**config.mk**
```make
export PLATFORM = sky130hd
export DESIGN_NAME = dmem_mmio_bridge
export DESIGN_NICKNAME = d
export VERILOG_FILES = /design/src/rtl/dmem_mmio_pkg.sv /design/src/rtl/dmem_mmio_bridge_fifo.sv /design/src/rtl/dmem_mmio_bridge.sv
export SDC_FILE = /design/constraint.sdc
export NUM_CORES = 1
export LEC_CHECK = 0
export BUFFER_PORTS_ARGS = -buffer_cell sky130_fd_sc_hd__buf_2
export CORE_MARGIN = 1.5
export CORE_UTILIZATION = 28
export CTS_BUF_LIST = sky130_fd_sc_hd__clkbuf_8
export CTS_CLUSTER_DIAMETER = 60
export DETAILED_ROUTE_END_ITERATION = 6
export GPL_TIMING_DRIVEN = 0
export PLACE_DENSITY = 0.47
export SLEW_MARGIN = 20
export SYNTH_ARGS = -nofsm -noshare
export SYNTH_HDL_FRONTEND = slang
export SYNTH_SLANG_ARGS = --single-unit
export TNS_END_PERCENT = 50
```
**constraint.sdc**
```tcl
create_clock -name clock -period 5.47 [get_ports clock]
set_input_delay 1.094 -clock clock [delete_from_list [all_inputs] [get_ports clock]]
set_output_delay 1.094 -clock clock [all_outputs]
set_load 0.01 [all_outputs]
```
**src/rtl/dmem_mmio_pkg.sv**
```systemverilog
// Shared definitions for the data-memory / MMIO bridge: register offsets,
// STATUS bit positions and the serializer state encoding.
package dmem_mmio_pkg;

  localparam logic [11:0] LED_OFS    = 12'd0;
  localparam logic [11:0] TXDATA_OFS = 12'd1;
  localparam logic [11:0] STATUS_OFS = 12'd2;
  localparam logic [11:0] CYCLE_OFS  = 12'd3;

  localparam int ST_EMPTY_BIT  = 0;
  localparam int ST_FULL_BIT   = 1;
  localparam int ST_BUSY_BIT   = 2;
  localparam int ST_OVF_BIT    = 3;
  localparam int ST_COUNT_LSB  = 4;

  typedef enum logic [1:0] {
    TX_IDLE,
    TX_START,
    TX_DATA,
    TX_STOP
  } tx_state_e;

endpackage

```
**src/rtl/dmem_mmio_bridge_fifo.sv**
```systemverilog
// Synchronous byte FIFO feeding the serial transmitter. A push is refused
// whenever the FIFO is full, even if a pop happens in the same cycle.
module mmio_tx_fifo #(
  parameter int FIFO_DEPTH = 8
) (
  input  logic                          clock,
  input  logic                          reset,
  input  logic                          push,
  input  logic [7:0]                    pushData,
  input  logic                          pop,
  output logic [7:0]                    popData,
  output logic                          full,
  output logic                          empty,
  output logic [$clog2(FIFO_DEPTH):0]   count
);

  localparam int AW = $clog2(FIFO_DEPTH);

  logic [7:0]  r_mem [FIFO_DEPTH];
  logic [AW-1:0] r_wrPtr;
  logic [AW-1:0] r_rdPtr;
  logic [AW:0]   r_count;
  logic          w_doPush;
  logic          w_doPop;

  assign full     = (r_count == (AW+1)'(FIFO_DEPTH));
  assign empty    = (r_count == '0);
  assign count    = r_count;
  assign popData  = r_mem[r_rdPtr];
  assign w_doPush = push && !full;
  assign w_doPop  = pop && !empty;

  always_ff @(posedge clock) begin
    if (w_doPush) r_mem[r_wrPtr] <= pushData;
  end

  // Pointers wrap for free because the depth is a power of two.
  always_ff @(posedge clock) begin
    if (reset) begin
      r_wrPtr <= '0;
      r_rdPtr <= '0;
      r_count <= '0;
    end else begin
      if (w_doPush) r_wrPtr <= r_wrPtr + 1'b1;
      if (w_doPop)  r_rdPtr <= r_rdPtr + 1'b1;
      case ({w_doPush, w_doPop})
        2'b10:   r_count <= r_count + 1'b1;
        2'b01:   r_count <= r_count - 1'b1;
        default: r_count <= r_count;
      endcase
    end
  end

endmodule

```
**src/rtl/dmem_mmio_bridge.sv**
```systemverilog
// Data-memory port decoder: dmem passthrough below MMIO_BASE, LED/UART/STATUS/
// CYCLE registers above it. CYCLE exists only when MMIO_CYCLE_COUNTER_EN is defined.
module dmem_mmio_bridge
  import dmem_mmio_pkg::*;
#(
  parameter logic [11:0] MMIO_BASE  = 12'hF00,
  parameter int          FIFO_DEPTH = 8,
  parameter int          BAUD_DIV   = 16
) (
  input  logic        clock,
  input  logic        reset,
  input  logic [11:0] proc_address,
  input  logic [31:0] proc_data,
  input  logic        proc_wren,
  output logic [31:0] proc_q,
  output logic [11:0] mem_address,
  output logic [31:0] mem_data,
  output logic        mem_wren,
  input  logic [31:0] mem_q,
  output logic [15:0] led,
  output logic        tx
);

  localparam int CW = $clog2(FIFO_DEPTH) + 1;
  localparam int BW = $clog2(BAUD_DIV);

  logic          w_inWindow;
  logic [11:0]   w_offset;
  logic          w_wrLed;
  logic          w_wrTx;
  logic          w_wrStatus;
  logic          w_full;
  logic          w_empty;
  logic [CW-1:0] w_count;
  logic [7:0]    w_popData;
  logic          w_pop;
  logic          w_baudDone;
  logic [31:0]   w_status;
  logic [31:0]   w_cycleRd;
  logic [31:0]   w_rdData;

  logic          r_sel;
  logic [31:0]   r_rdData;
  logic [15:0]   r_led;
  logic          r_ovf;
  tx_state_e     r_state;
  logic [7:0]    r_shift;
  logic [BW-1:0] r_baudCnt;
  logic [2:0]    r_bitCnt;
  logic          r_tx;

  assign w_inWindow = (proc_address >= MMIO_BASE);
  assign w_offset   = proc_address - MMIO_BASE;
  assign w_wrLed    = proc_wren && w_inWindow && (w_offset == LED_OFS);
  assign w_wrTx     = proc_wren && w_inWindow && (w_offset == TXDATA_OFS);
  assign w_wrStatus = proc_wren && w_inWindow && (w_offset == STATUS_OFS);

  assign mem_address = proc_address;
  assign mem_data    = proc_data;
  assign mem_wren    = proc_wren && !w_inWindow;
  assign proc_q      = r_sel ? r_rdData : mem_q;
  assign led         = r_led;
  assign tx          = r_tx;

  mmio_tx_fifo #(.FIFO_DEPTH(FIFO_DEPTH)) u_fifo (
    .clock    (clock),
    .reset    (reset),
    .push     (w_wrTx),
    .pushData (proc_data[7:0]),
    .pop      (w_pop),
    .popData  (w_popData),
    .full     (w_full),
    .empty    (w_empty),
    .count    (w_count)
  );

`ifdef MMIO_CYCLE_COUNTER_EN
  logic [31:0] r_cycle;

  always_ff @(posedge clock) begin
    if (reset) r_cycle <= '0;
    else       r_cycle <= r_cycle + 32'd1;
  end

  assign w_cycleRd = r_cycle;
`else
  assign w_cycleRd = '0;
`endif

  always_comb begin
    w_status = '0;
    w_status[ST_EMPTY_BIT]       = w_empty;
    w_status[ST_FULL_BIT]        = w_full;
    w_status[ST_BUSY_BIT]        = (r_state != TX_IDLE);
    w_status[ST_OVF_BIT]         = r_ovf;
    w_status[ST_COUNT_LSB +: 4]  = 4'(w_count);
  end

  always_comb begin
    w_rdData = '0;
    case (w_offset)
      LED_OFS:    w_rdData = {16'h0000, r_led};
      STATUS_OFS: w_rdData = w_status;
      CYCLE_OFS:  w_rdData = w_cycleRd;
      default:    w_rdData = '0;
    endcase
  end

  // The read value is captured at the same edge the address is presented,
  // so it lines up with the one-cycle latency of the dmem syncram.
  always_ff @(posedge clock) begin
    if (reset) begin
      r_sel    <= 1'b0;
      r_rdData <= '0;
      r_led    <= '0;
      r_ovf    <= 1'b0;
    end else begin
      r_sel    <= w_inWindow;
      r_rdData <= w_rdData;
      if (w_wrLed) r_led <= proc_data[15:0];
      if (w_wrTx && w_full)
        r_ovf <= 1'b1;
      else if (w_wrStatus && proc_data[ST_OVF_BIT])
        r_ovf <= 1'b0;
    end
  end

  assign w_pop      = (r_state == TX_IDLE) && !w_empty;
  assign w_baudDone = (r_baudCnt == BW'(BAUD_DIV - 1));

  // tx is registered and updated on the edge that enters each bit, so the
  // start bit appears right after the pop edge.
  always_ff @(posedge clock) begin
    if (reset) begin
      r_state   <= TX_IDLE;
      r_shift   <= '0;
      r_baudCnt <= '0;
      r_bitCnt  <= '0;
      r_tx      <= 1'b1;
    end else begin
      case (r_state)
        TX_IDLE: begin
          r_tx <= 1'b1;
          if (!w_empty) begin
            r_shift   <= w_popData;
            r_baudCnt <= '0;
            r_tx      <= 1'b0;
            r_state   <= TX_START;
          end
        end
        TX_START: begin
          if (w_baudDone) begin
            r_baudCnt <= '0;
            r_bitCnt  <= '0;
            r_tx      <= r_shift[0];
            r_state   <= TX_DATA;
          end else begin
            r_baudCnt <= r_baudCnt + 1'b1;
          end
        end
        TX_DATA: begin
          if (w_baudDone) begin
            r_baudCnt <= '0;
            if (r_bitCnt == 3'd7) begin
              r_tx    <= 1'b1;
              r_state <= TX_STOP;
            end else begin
              r_bitCnt <= r_bitCnt + 1'b1;
              r_shift  <= r_shift >> 1;
              r_tx     <= r_shift[1];
            end
          end else begin
            r_baudCnt <= r_baudCnt + 1'b1;
          end
        end
        TX_STOP: begin
          if (w_baudDone) begin
            r_baudCnt <= '0;
            r_tx      <= 1'b1;
            r_state   <= TX_IDLE;
          end else begin
            r_baudCnt <= r_baudCnt + 1'b1;
          end
        end
        default: begin
          r_tx    <= 1'b1;
          r_state <= TX_IDLE;
        end
      endcase
    end
  end

endmodule
```
Word-level counts from Yosys, hierarchy flattened
Memory sizes are Yosys's and may differ from the RTL's. A register that Yosys moved wholly into a read port is not among the register bits.
Cells that the tools add are included.
{"block": "totals", "ff_bits": 78, "ramBits": 64, "in_bits": 79, "out_inout_bits": 94, "elab_cells": 95, "memories": 1}
{"block": "classes", "n_addsub": 7, "n_lt_le_gt_ge": 1, "eq_ne": 16, "n_mux": 32, "reduce_logical": 26}
{"memory": "u_fifo.r_mem", "depth": 8, "word_bits": 8, "read_ports": 1, "rd_ports_with_merged_regs": 1, "wr": 1, "line_no": "dmem_mmio_bridge_fifo.sv:19", "text": "logic [7:0] r_mem [FIFO_DEPTH];"}
{"operator": "$mux W32", "count": 1}
{"operator": "$pmux W16 S2", "count": 1}
{"operator": "$mux W8", "count": 3}
{"operator": "$pmux W4 S2", "count": 2}
{"operator": "$pmux W8 S2", "count": 1}
{"operator": "$mux W3", "count": 5}
{"operator": "$eq A12 B1 Y1 const B", "count": 1}
{"operator": "$eq A12 B2 Y1 const B", "count": 1}
{"operator": "$ge A12 B12 Y1 const B", "count": 1}
{"operator": "$logic_not A12 Y1", "count": 1}
{"operator": "$ne A2 B2 Y1 const B", "count": 6}
{"operator": "$sub A12 B12 Y12 const B", "count": 1}
{"operator": "$logic_and A1 B1 Y1", "count": 10}
{"operator": "$mux W2", "count": 5}
{"operator": "$reduce_bool A2 Y1", "count": 5}
{"operator": "$add A3 B1 Y3 const B", "count": 3}
{"operator": "$mux W1", "count": 9}
{"operator": "$add A4 B1 Y4 const B", "count": 2}
{"operator": "$eq A4 B4 Y1 const B", "count": 2}
{"operator": "$mux W4", "count": 2}
{"operator": "$pmux W2 S4", "count": 1}
{"operator": "$reduce_and A4 Y1", "count": 2}
{"operator": "$eq A2 B2 Y1 const B", "count": 3}
{"operator": "$pmux W3 S2", "count": 1}
{"operator": "10 further kinds", "count": 13}

Depth between registers and ports, before layout
Gate-level depths: netlist (run 1).
{"block": "depth", "word_depth": 6, "mapped_depth": 12, "mapped_depth_nobuf": 11}

Hierarchy
Synthesis (run 1) repeated with hierarchy kept, for this count alone.
{"block": "hier_totals", "hier_cells": 481, "hier_area_um2": 5920.7}
{"module": "mmio_tx_fifo", "instances": 1, "cells_per_inst": 167, "area_each_um2": 3151.8}
{"module": "dmem_mmio_bridge", "instances": 1, "cells_per_inst": 314, "area_each_um2": 2768.9}

Least setup slack after synthesis (run 1)
OpenSTA, ideal clock, no wires.
{"block": "synth_path", "path_kind": "input -> register", "start": "in proc_address[5]", "end": "reg u_fifo.r_count[2] (netlist: u_fifo.count[2])", "t_arrival_ns": 3.106, "required_ns": 5.400, "setup_slack_ns": 2.293, "path_stages": 10, "n_path_buf": 0, "path_cell_list": "nor4_2 > and4_1 > nand2_1 > ha_1 > xor2_1 > ha_1 > a21oi_1 > xor2_1 > or3_1 > a21oi_1"}
{"block": "synth_via", "elab_chain_len": 6, "word_cells_on_any_way": 10, "cone_classes": "1 x add/sub; 1 x order compare; 3 x eq/ne; 1 x mux; 4 x reduce/logical"}
{"element": "from (decl)", "line_no": "dmem_mmio_bridge.sv:12", "text": "input logic [11:0] proc_address,"}
{"element": "$sub A12 B12 Y12 or $ge A12 B12 Y1 (tied branches)", "line_no": "dmem_mmio_bridge.sv:53, dmem_mmio_bridge.sv:52"}
{"element": "$eq A12 B1 Y1 or $logic_and A1 B1 Y1 (tied branches)", "line_no": "dmem_mmio_bridge.sv:55", "text": "assign w_wrTx = proc_wren && w_inWindow && (w_offset == TXDATA_OFS);"}
{"element": "$logic_and A1 B1 Y1 *", "line_no": "dmem_mmio_bridge.sv:55"}
{"element": "$logic_and A1 B1 Y1 *", "line_no": "dmem_mmio_bridge_fifo.sv:30", "text": "assign w_doPush = push && !full;"}
{"element": "$eq A2 B1 Y1 or $eq A2 B2 Y1 (tied branches)", "line_no": "dmem_mmio_bridge_fifo.sv:46", "text": "case ({w_doPush, w_doPop})"}
{"element": "$pmux W4 S2 or $reduce_bool A2 Y1 (tied branches)"}
{"element": "to (signal assigned)", "line_no": "dmem_mmio_bridge_fifo.sv:47", "text": "2'b10: r_count <= r_count + 1'b1;"}
{"element": "to (signal assigned)", "line_no": "dmem_mmio_bridge_fifo.sv:48", "text": "2'b01: r_count <= r_count - 1'b1;"}
{"element": "to (signal assigned)", "line_no": "dmem_mmio_bridge_fifo.sv:49", "text": "default: r_count <= r_count;"}
{"element": "to (decl)", "line_no": "dmem_mmio_bridge_fifo.sv:22", "text": "logic [AW:0] r_count;"}
Every way passes the cells marked *; elsewhere a longest branch is shown, timed or not.
A chain may end at the register's enable or synchronous reset.

Final worst setup path (run 1)
{"block": "layout_path", "start": "in proc_address[11]", "end": "reg u_fifo.r_count[2] (netlist: u_fifo.count[2])"}
Same word-level chain as after synthesis.

==> results of run 1 <==
path summary, 6_finish.rpt:
kind	start	end	slack (ps)
min reg2reg	led[11]	led[11]	470
min	led[11]	led[11]	470
max reg2reg	u_fifo.count[0]	u_fifo.count[2]	2640
max	proc_address[11]	u_fifo.count[2]	2120
flip-flops by register name, indices dropped and copies added, names as in the netlist, named ones only:
name and flops:
r_rdData 16, r_bitCnt 3, u_fifo.r_wrPtr 3, r_ovf 1
led 16, u_fifo.r_rdPtr 3, u_fifo.r_mem 64, r_baudCnt 4
u_fifo.count 4, r_shift 8, r_sel 1, r_state 2
tx 1
synthesized netlist by cell type (all sizes together) (2+ instances only):
master / instances / share of area, %
dfxtp: 65 / 22
edfxtp: 64 / 33
nand2: 53 / 3.4
buf: 52 / 6.5
a21oi: 34 / 2.9
nor2: 26 / 1.8
a22oi: 22 / 2.8
nor2b: 21 / 2.2
clkbuf: 19 / 1.2
mux2: 17 / 3.3
mux4: 16 / 6.2
ha: 12 / 2.6
and3: 10 / 1.1
o21ai: 9 / 0.77
inv: 8 / 0.51
o211ai: 8 / 1.0
nand3: 7 / 0.60
nor3: 7 / 0.60
nor4: 5 / 0.86
xor2: 5 / 0.75
and4: 4 / 0.60
nand2b: 4 / 0.43
nand4: 4 / 0.43
a21o: 3 / 0.39
mux2i: 3 / 0.51
o31ai: 3 / 0.39
and2: 2 / 0.21
and3b: 2 / 0.30
nand4b: 2 / 0.30
nor4b: 2 / 0.41
or3: 2 / 0.21
or4: 2 / 0.32
critical path: stages:
cell	delay [ps]
buf_2	90
and4_1	190
clkbuf_1	350
and4_1	350
nand2_1	210
ha_1	320
xor2_1	170
ha_1	180
a21oi_1	170
xor2_1	110
or3_1	320
a21oi_1	170
stage by stage:
stage | total power [µW] | cell area, µm² | instances | utilization [%]
after CTS | 1990 | 7370 | 960 | 36.2
after global placement | 1220 | 6960 | 926 | 34.2
final | 1960 | 7370 | 960 | 36.2
after detailed placement | 1220 | 7010 | 929 | 34.4
after global routing | 2040 | 7370 | 960 | 36.2
after floorplan | 1140 | 5850 | 501 | -
routing by layer:
layer | part of all wire (%) | vias up | global-route usage [%]
met5 | 0 | - | 0
met4 | 1.3 | 0 | 4.55
met3 | 3.6 | 16 | 3.36
met2 | 51 | 97 | 24.9
met1 | 44 | 2155 | 17.7
li1 | - | 2149 | -
layout make-up:
class / instances / area share, %
Multi-Input combinational cell: 293 / 29.5
Sequential cell: 129 / 43.7
Tap cell: 270 / 4.58
Clock inverter: 14 / 1.71
Buffer: 71 / 6.16
Timing Repair Buffer: 158 / 10.8
Inverter: 8 / 0.407
Clock buffer: 17 / 3.17
cells by family after synthesis:
| kind of cell | Yosys count | share of synthesized area (%) |
|---|---|---|
| multiplexers | 36 | 9.95 |
| AND/OR/NAND/NOR | 154 | 13.9 |
| flip-flops | 129 | 55.1 |
| buffers and inverters | 79 | 8.28 |
| AO/OA/AOI/OAI | 86 | 9.48 |
| adder cells (fa/ha/maj) | 12 | 2.57 |
| XOR/XNOR | 5 | 0.749 |
power groups by stage:
| stage | clock network (µW) | registers, µW | logic, µW |
|---|---|---|---|
| 2_1_floorplan | 0 | 1040 | 98.9 |
| 3_3_place_gp | 0 | 1040 | 178 |
| 3_5_place_dp | 0 | 1040 | 182 |
| 4_1_cts | 784 | 1020 | 182 |
| 5_1_grt | 824 | 1020 | 197 |
| 6_report | 761 | 1020 | 179 |
==> results.sh, run 1 <==
export IMPL_grt_overflow_total=0
export IMPL_synth_fp_nets=592
export IMPL_place_congestion=0.715
export IMPL_synth_ff_type="dfxtp_1"
export IMPL_cts_hold_repair_buffers=0
export IMPL_vias_in_the_first_global_route=4434
export IMPL_switching_share_pct=24.0
export IMPL_path_max_fanout=9
export IMPL_leading_cell_type_in_the_layout_fill_and_taps_excluded="buf_2"
export IMPL_startpoint_type_of_the_worst_setup_path="input port"
export IMPL_antenna_violations_before_repair=0
export IMPL_power_frac_seq_pct=52.0
export IMPL_highest_count_cells_in_the_layout_ignoring_fill_and_taps="buf_2 (161), dfxtp_1 (65), edfxtp_1 (64)"
export IMPL_netlist_area_um2=5850
export IMPL_ys_types=50
export IMPL_critical_path_end_type="register"
export IMPL_n_antenna_cell=0
export IMPL_finalWirelength_um=15300
export IMPL_timing_hold_ws_ps=466
export IMPL_yosysWarningCount=0
export IMPL_setup_ws_ps=2120
export IMPL_fmax_ghz=0.299
export IMPL_type_of_the_tightest_min_delay_check="reg2reg"
export IMPL_post_route_cells_drive_above_1_share_pct=41.2
export IMPL_combinationalPowerShare_pct=9.1
export IMPL_setup_total_negative_slack_ps=0
export IMPL_fin_crit_ps=3350
export IMPL_timing_max_cap_violations=0
export IMPL_critical_path_arrival_ps=3710
export IMPL_finalNetCount=769
export IMPL_grt_setup_unrepaired="no"
export IMPL_dp_final_hpwl_um=11400
export IMPL_wire_per_inst_um=15.9
export IMPL_min_delay_path_depth=2
export IMPL_register_area_um2=3220
export IMPL_grt_first_pass_wirelength_um=23800
export IMPL_clk_sink_count=129
export IMPL_layout_filler_cells=2063
export IMPL_timing_final_max_slew_violations=0
export IMPL_transition_time_at_the_pin_with_the_least_slew_margin_ps=954
export IMPL_clock_pin_slew_on_the_worst_setup_and_hold_paths_ps=70
export IMPL_port_buffers=155
export IMPL_power_leakage_uw=0.00291
export IMPL_dp_slack_ps=1750
export IMPL_timing_final_crit_share_pct=61.2
export IMPL_reg2regPathDepth=12
export IMPL_final_hold_violation_count=0
export IMPL_grt_usage_pct=14.4
export IMPL_worst_ep_required_time_ps=5830
export IMPL_criticalPathCategory="in2reg"
export IMPL_internal_power_uw=1490
export IMPL_inserted_clock_buffers=17
export IMPL_clk_latency_ps=440
export IMPL_placementRows=52
export IMPL_die_outline_area_um2=21800
export IMPL_grt_max_degree=17
export IMPL_vias_after_detailed_routing=4417
export IMPL_p_r_area_growth_vs_syn_pct=26.1
export IMPL_cts_root_buf="clkbuf_8"
export IMPL_fp_dieW_um=148
export IMPL_yosysSeqAreaShare_pct=55.1
export IMPL_slew_headroom_pct=36.2
export IMPL_power_switching_uw=471
export IMPL_yosys_register_bits=129
export IMPL_start_util_pct=28.7
export IMPL_p_per_area_nw_per_um2=266
export IMPL_htree_num_levels=4
export IMPL_chipHeight_um=148
export IMPL_num_io_pins=173
export IMPL_number_of_enable_type_register_cells_in_the_synthesized_netlist=64
export IMPL_post_cts_resized_instances=0
export IMPL_drt_drc_violations_left=0
export IMPL_core_region_area_um2=20400
export IMPL_dr_first_iter_drc_count=238
export IMPL_setup_viol=0
export IMPL_ir_worst_vdd_v=0.000163
export IMPL_multi_input_area_um2=2170
export IMPL_drtPass1Iterations=4
export IMPL_drt_antenna_violating_nets=0
export IMPL_clk_path_buf_depth=2
export IMPL_power_frac_clock_pct=38.8
export IMPL_syn_avg_cell_area_um2=11.7
export IMPL_status="complete, no violations"
export IMPL_synth_async_reset_ratio_pct=0
export IMPL_routed_via_density=4.60
export IMPL_cts_tree="done"
export IMPL_finalClockSkew_ps=8.50
export IMPL_postCtsSetupRepairBufs=0
export IMPL_post_synth_inst_count=501
(Power assumes the default switching activity.)
==> run 2, diff against run 1 <==
--- a/config.mk
+++ b/config.mk
@@ -12,7 +12,7 @@
 export CTS_CLUSTER_DIAMETER = 60
 export DETAILED_ROUTE_END_ITERATION = 6
 export GPL_TIMING_DRIVEN = 0
-export PLACE_DENSITY = 0.47
+export PLACE_DENSITY = 0.48
 export SLEW_MARGIN = 20
 export SYNTH_ARGS = -nofsm -noshare
 export SYNTH_HDL_FRONTEND = slang
==> constraint.sdc (replaced) <==
create_clock -name clock -period 2.9 [get_ports clock]
set_input_delay 0.58 -clock clock [delete_from_list [all_inputs] [get_ports clock]]
set_output_delay 0.58 -clock clock [all_outputs]
set_load 0.01 [all_outputs]
==> run 2 against run 1 <==
  * Sequential power is 89% higher
  * Power increased by 97%
  * Clock skew grew 1.7 ps
  * Clock power up 110%
  * Cell count down 0.10%
  * Combinational power increased by 89%
  * Worst hold slack worse by 69 ps
  * Critical path depth unchanged
  * Utilization grew 0.26 points
  * Cell area up 0.73%
  * Count of clock-buffer cells in the layout did not move
==> results.sh, run 2 (synthesized netlist as in run 1, its figures left out) <==
export IMPL_r2r_startpoint="u_fifo.count[1]"
export IMPL_register_with_the_highest_flop_count="u_fifo.r_mem"
export IMPL_slew_headroom_pct=31.5
export IMPL_timing_hold_worst_endpoint="led[15]"
export IMPL_fmax_ghz=0.373
export IMPL_r2r_end="u_fifo.count[2]"
export IMPL_start_util_pct=28.7
export IMPL_place_congestion=0.742
export IMPL_grt_overflow_total=0
export IMPL_clock_pin_slew_on_the_worst_setup_and_hold_paths_ps=70
export IMPL_worst_ep_required_time_ps=3270
export IMPL_p_per_area_nw_per_um2=520
export IMPL_rrSetupSlack_ps=220
export IMPL_fin_crit_ps=2680
export IMPL_startpoint_type_of_the_worst_setup_path="register"
export IMPL_placed_area_um2=7010
export IMPL_placementRows=52
export IMPL_leading_cell_type_in_the_layout_fill_and_taps_excluded="buf_2"
export IMPL_post_route_cells_drive_above_1_share_pct=41.7
export IMPL_clk_path_buf_depth=2
export IMPL_finalNetCount=767
export IMPL_p_total_uw=3860
export IMPL_timing_final_crit_share_pct=92.4
export IMPL_die_outline_area_um2=21800
export IMPL_drt_antenna_violating_nets=0
export IMPL_n_antenna_cell=0
export IMPL_timing_hold_ws_ps=397
export IMPL_num_io_pins=173
export IMPL_numPlacedInstances=929
export IMPL_port_buffers=155
export IMPL_vias_in_the_first_global_route=4383
export IMPL_reg2regPathDepth=12
export IMPL_ir_worst_vdd_v=0.000297
export IMPL_transition_time_at_the_pin_with_the_least_slew_margin_ps=1020
export IMPL_finalClockSkew_ps=10.2
export IMPL_dr_first_iter_drc_count=326
export IMPL_highest_count_cells_in_the_layout_ignoring_fill_and_taps="buf_2 (161), dfxtp_1 (65), edfxtp_1 (64)"
export IMPL_routed_via_density=4.61
export IMPL_timing_final_max_slew_violations=0
export IMPL_clk_sink_count=129
export IMPL_type_of_the_tightest_min_delay_check="in2reg"
export IMPL_power_leakage_uw=0.00295
export IMPL_setup_total_negative_slack_ps=0
export IMPL_core_region_area_um2=20400
export IMPL_drt_drc_violations_left=0
export IMPL_dp_final_hpwl_um=11200
export IMPL_layout_cell_area_non_filler_um2=7430
export IMPL_path_max_fanout=9
export IMPL_antenna_violations_before_repair=0
export IMPL_worstHoldStart="proc_data[15]"
export IMPL_cts_root_buf="clkbuf_8"
export IMPL_criticalPathCategory="reg2reg"
export IMPL_grt_setup_unrepaired="no"
export IMPL_min_delay_path_depth=3
export IMPL_final_hold_violation_count=0
export IMPL_p_r_area_growth_vs_syn_pct=27.0
export IMPL_inserted_clock_buffers=17
export IMPL_cts_hold_repair_buffers=0
export IMPL_grt_usage_pct=14.2
export IMPL_post_layout_nonfiller_instances=959
export IMPL_finalWirelength_um=15000
export IMPL_htree_num_levels=4
export IMPL_fp_dieW_um=148
export IMPL_status="complete, no violations"
export IMPL_timing_max_cap_violations=0
export IMPL_vias_after_detailed_routing=4422
export IMPL_largest_register_ff_count=64
export IMPL_cts_tree="done"
export IMPL_wire_per_inst_um=15.6
export IMPL_clk_latency_ps=440
export IMPL_grt_first_pass_wirelength_um=23300
export IMPL_drtPass1Iterations=4
export IMPL_critical_path_end_type="register"
export IMPL_critical_path_arrival_ps=3050
export IMPL_grt_max_degree=17
export IMPL_setup_viol=0
export IMPL_chipHeight_um=148
-- run 2: area by class of cell --
cell class	instances	area [µm²]
multi-input combinational	293	2180
sequential	129	3220
tap	270	338
fill	2031	12900
buffer	69	448
timing repair buffer	158	796
clock inverter	15	175
clock buffer	17	234
inverter	8	30.0
-- run 2: timing repair --
action | CTS | global route
endpoints found under the setup margin | 0 | 1
resized for setup | 0 | 4
buffers inserted | 0 | 0
-- run 2: critical path, stage by stage (launching register included) --
cell and delay (ps):
dfxtp_1 300, buf_2 180, or4_4 510, buf_6 150, nand2_1 130, inv_2 90
ha_2 220, xor2_1 150, ha_1 190, a21oi_1 140, xor2_1 90, or3_1 310
a21oi_1 140
-- run 2: where the power goes --
| part | switching [µW] | internal [µW] | total, µW |
|---|---|---|---|
| sequential | 9.09 | 1920 | 1930 |
| clock | 684 | 915 | 1600 |
| combinational | 182 | 157 | 339 |
| total | 874 | 2990 | 3860 |
-- run 2: per-stage QoR --
stage / worst slack (ps) / util [%]
CTS: 167 / 36.4
global route: 53.3 / 36.5
finish: 220 / 36.5
global placement: -774 / 34.2
floorplan: 237 / -
detailed placement: -266 / 34.4
-- run 2: how the worst max path moves through the flow --
| stage | startpoint | to | slack [ps] |
|---|---|---|---|
| after floorplan | proc_address[5] | u_fifo.count[2] | 240 |
| after global placement | proc_address[11] | u_fifo.r_mem[0][0] | -770 |
| after detailed placement | proc_address[11] | u_fifo.count[2] | -270 |
| after CTS | u_fifo.count[1] | u_fifo.count[2] | 170 |
| after global routing | u_fifo.count[1] | u_fifo.count[2] | 50 |
| final | u_fifo.count[1] | u_fifo.count[2] | 220 |
-- run 2: routing by layer --
layer / wire (µm) / global-route usage, % / part of all wire (%)
met1: 6500 / 17.4 / 43
met2: 7580 / 24.1 / 51
met3: 625 / 3.12 / 4.2
met4: 291 / 5.80 / 1.9
met5: 0 / 0 / 0
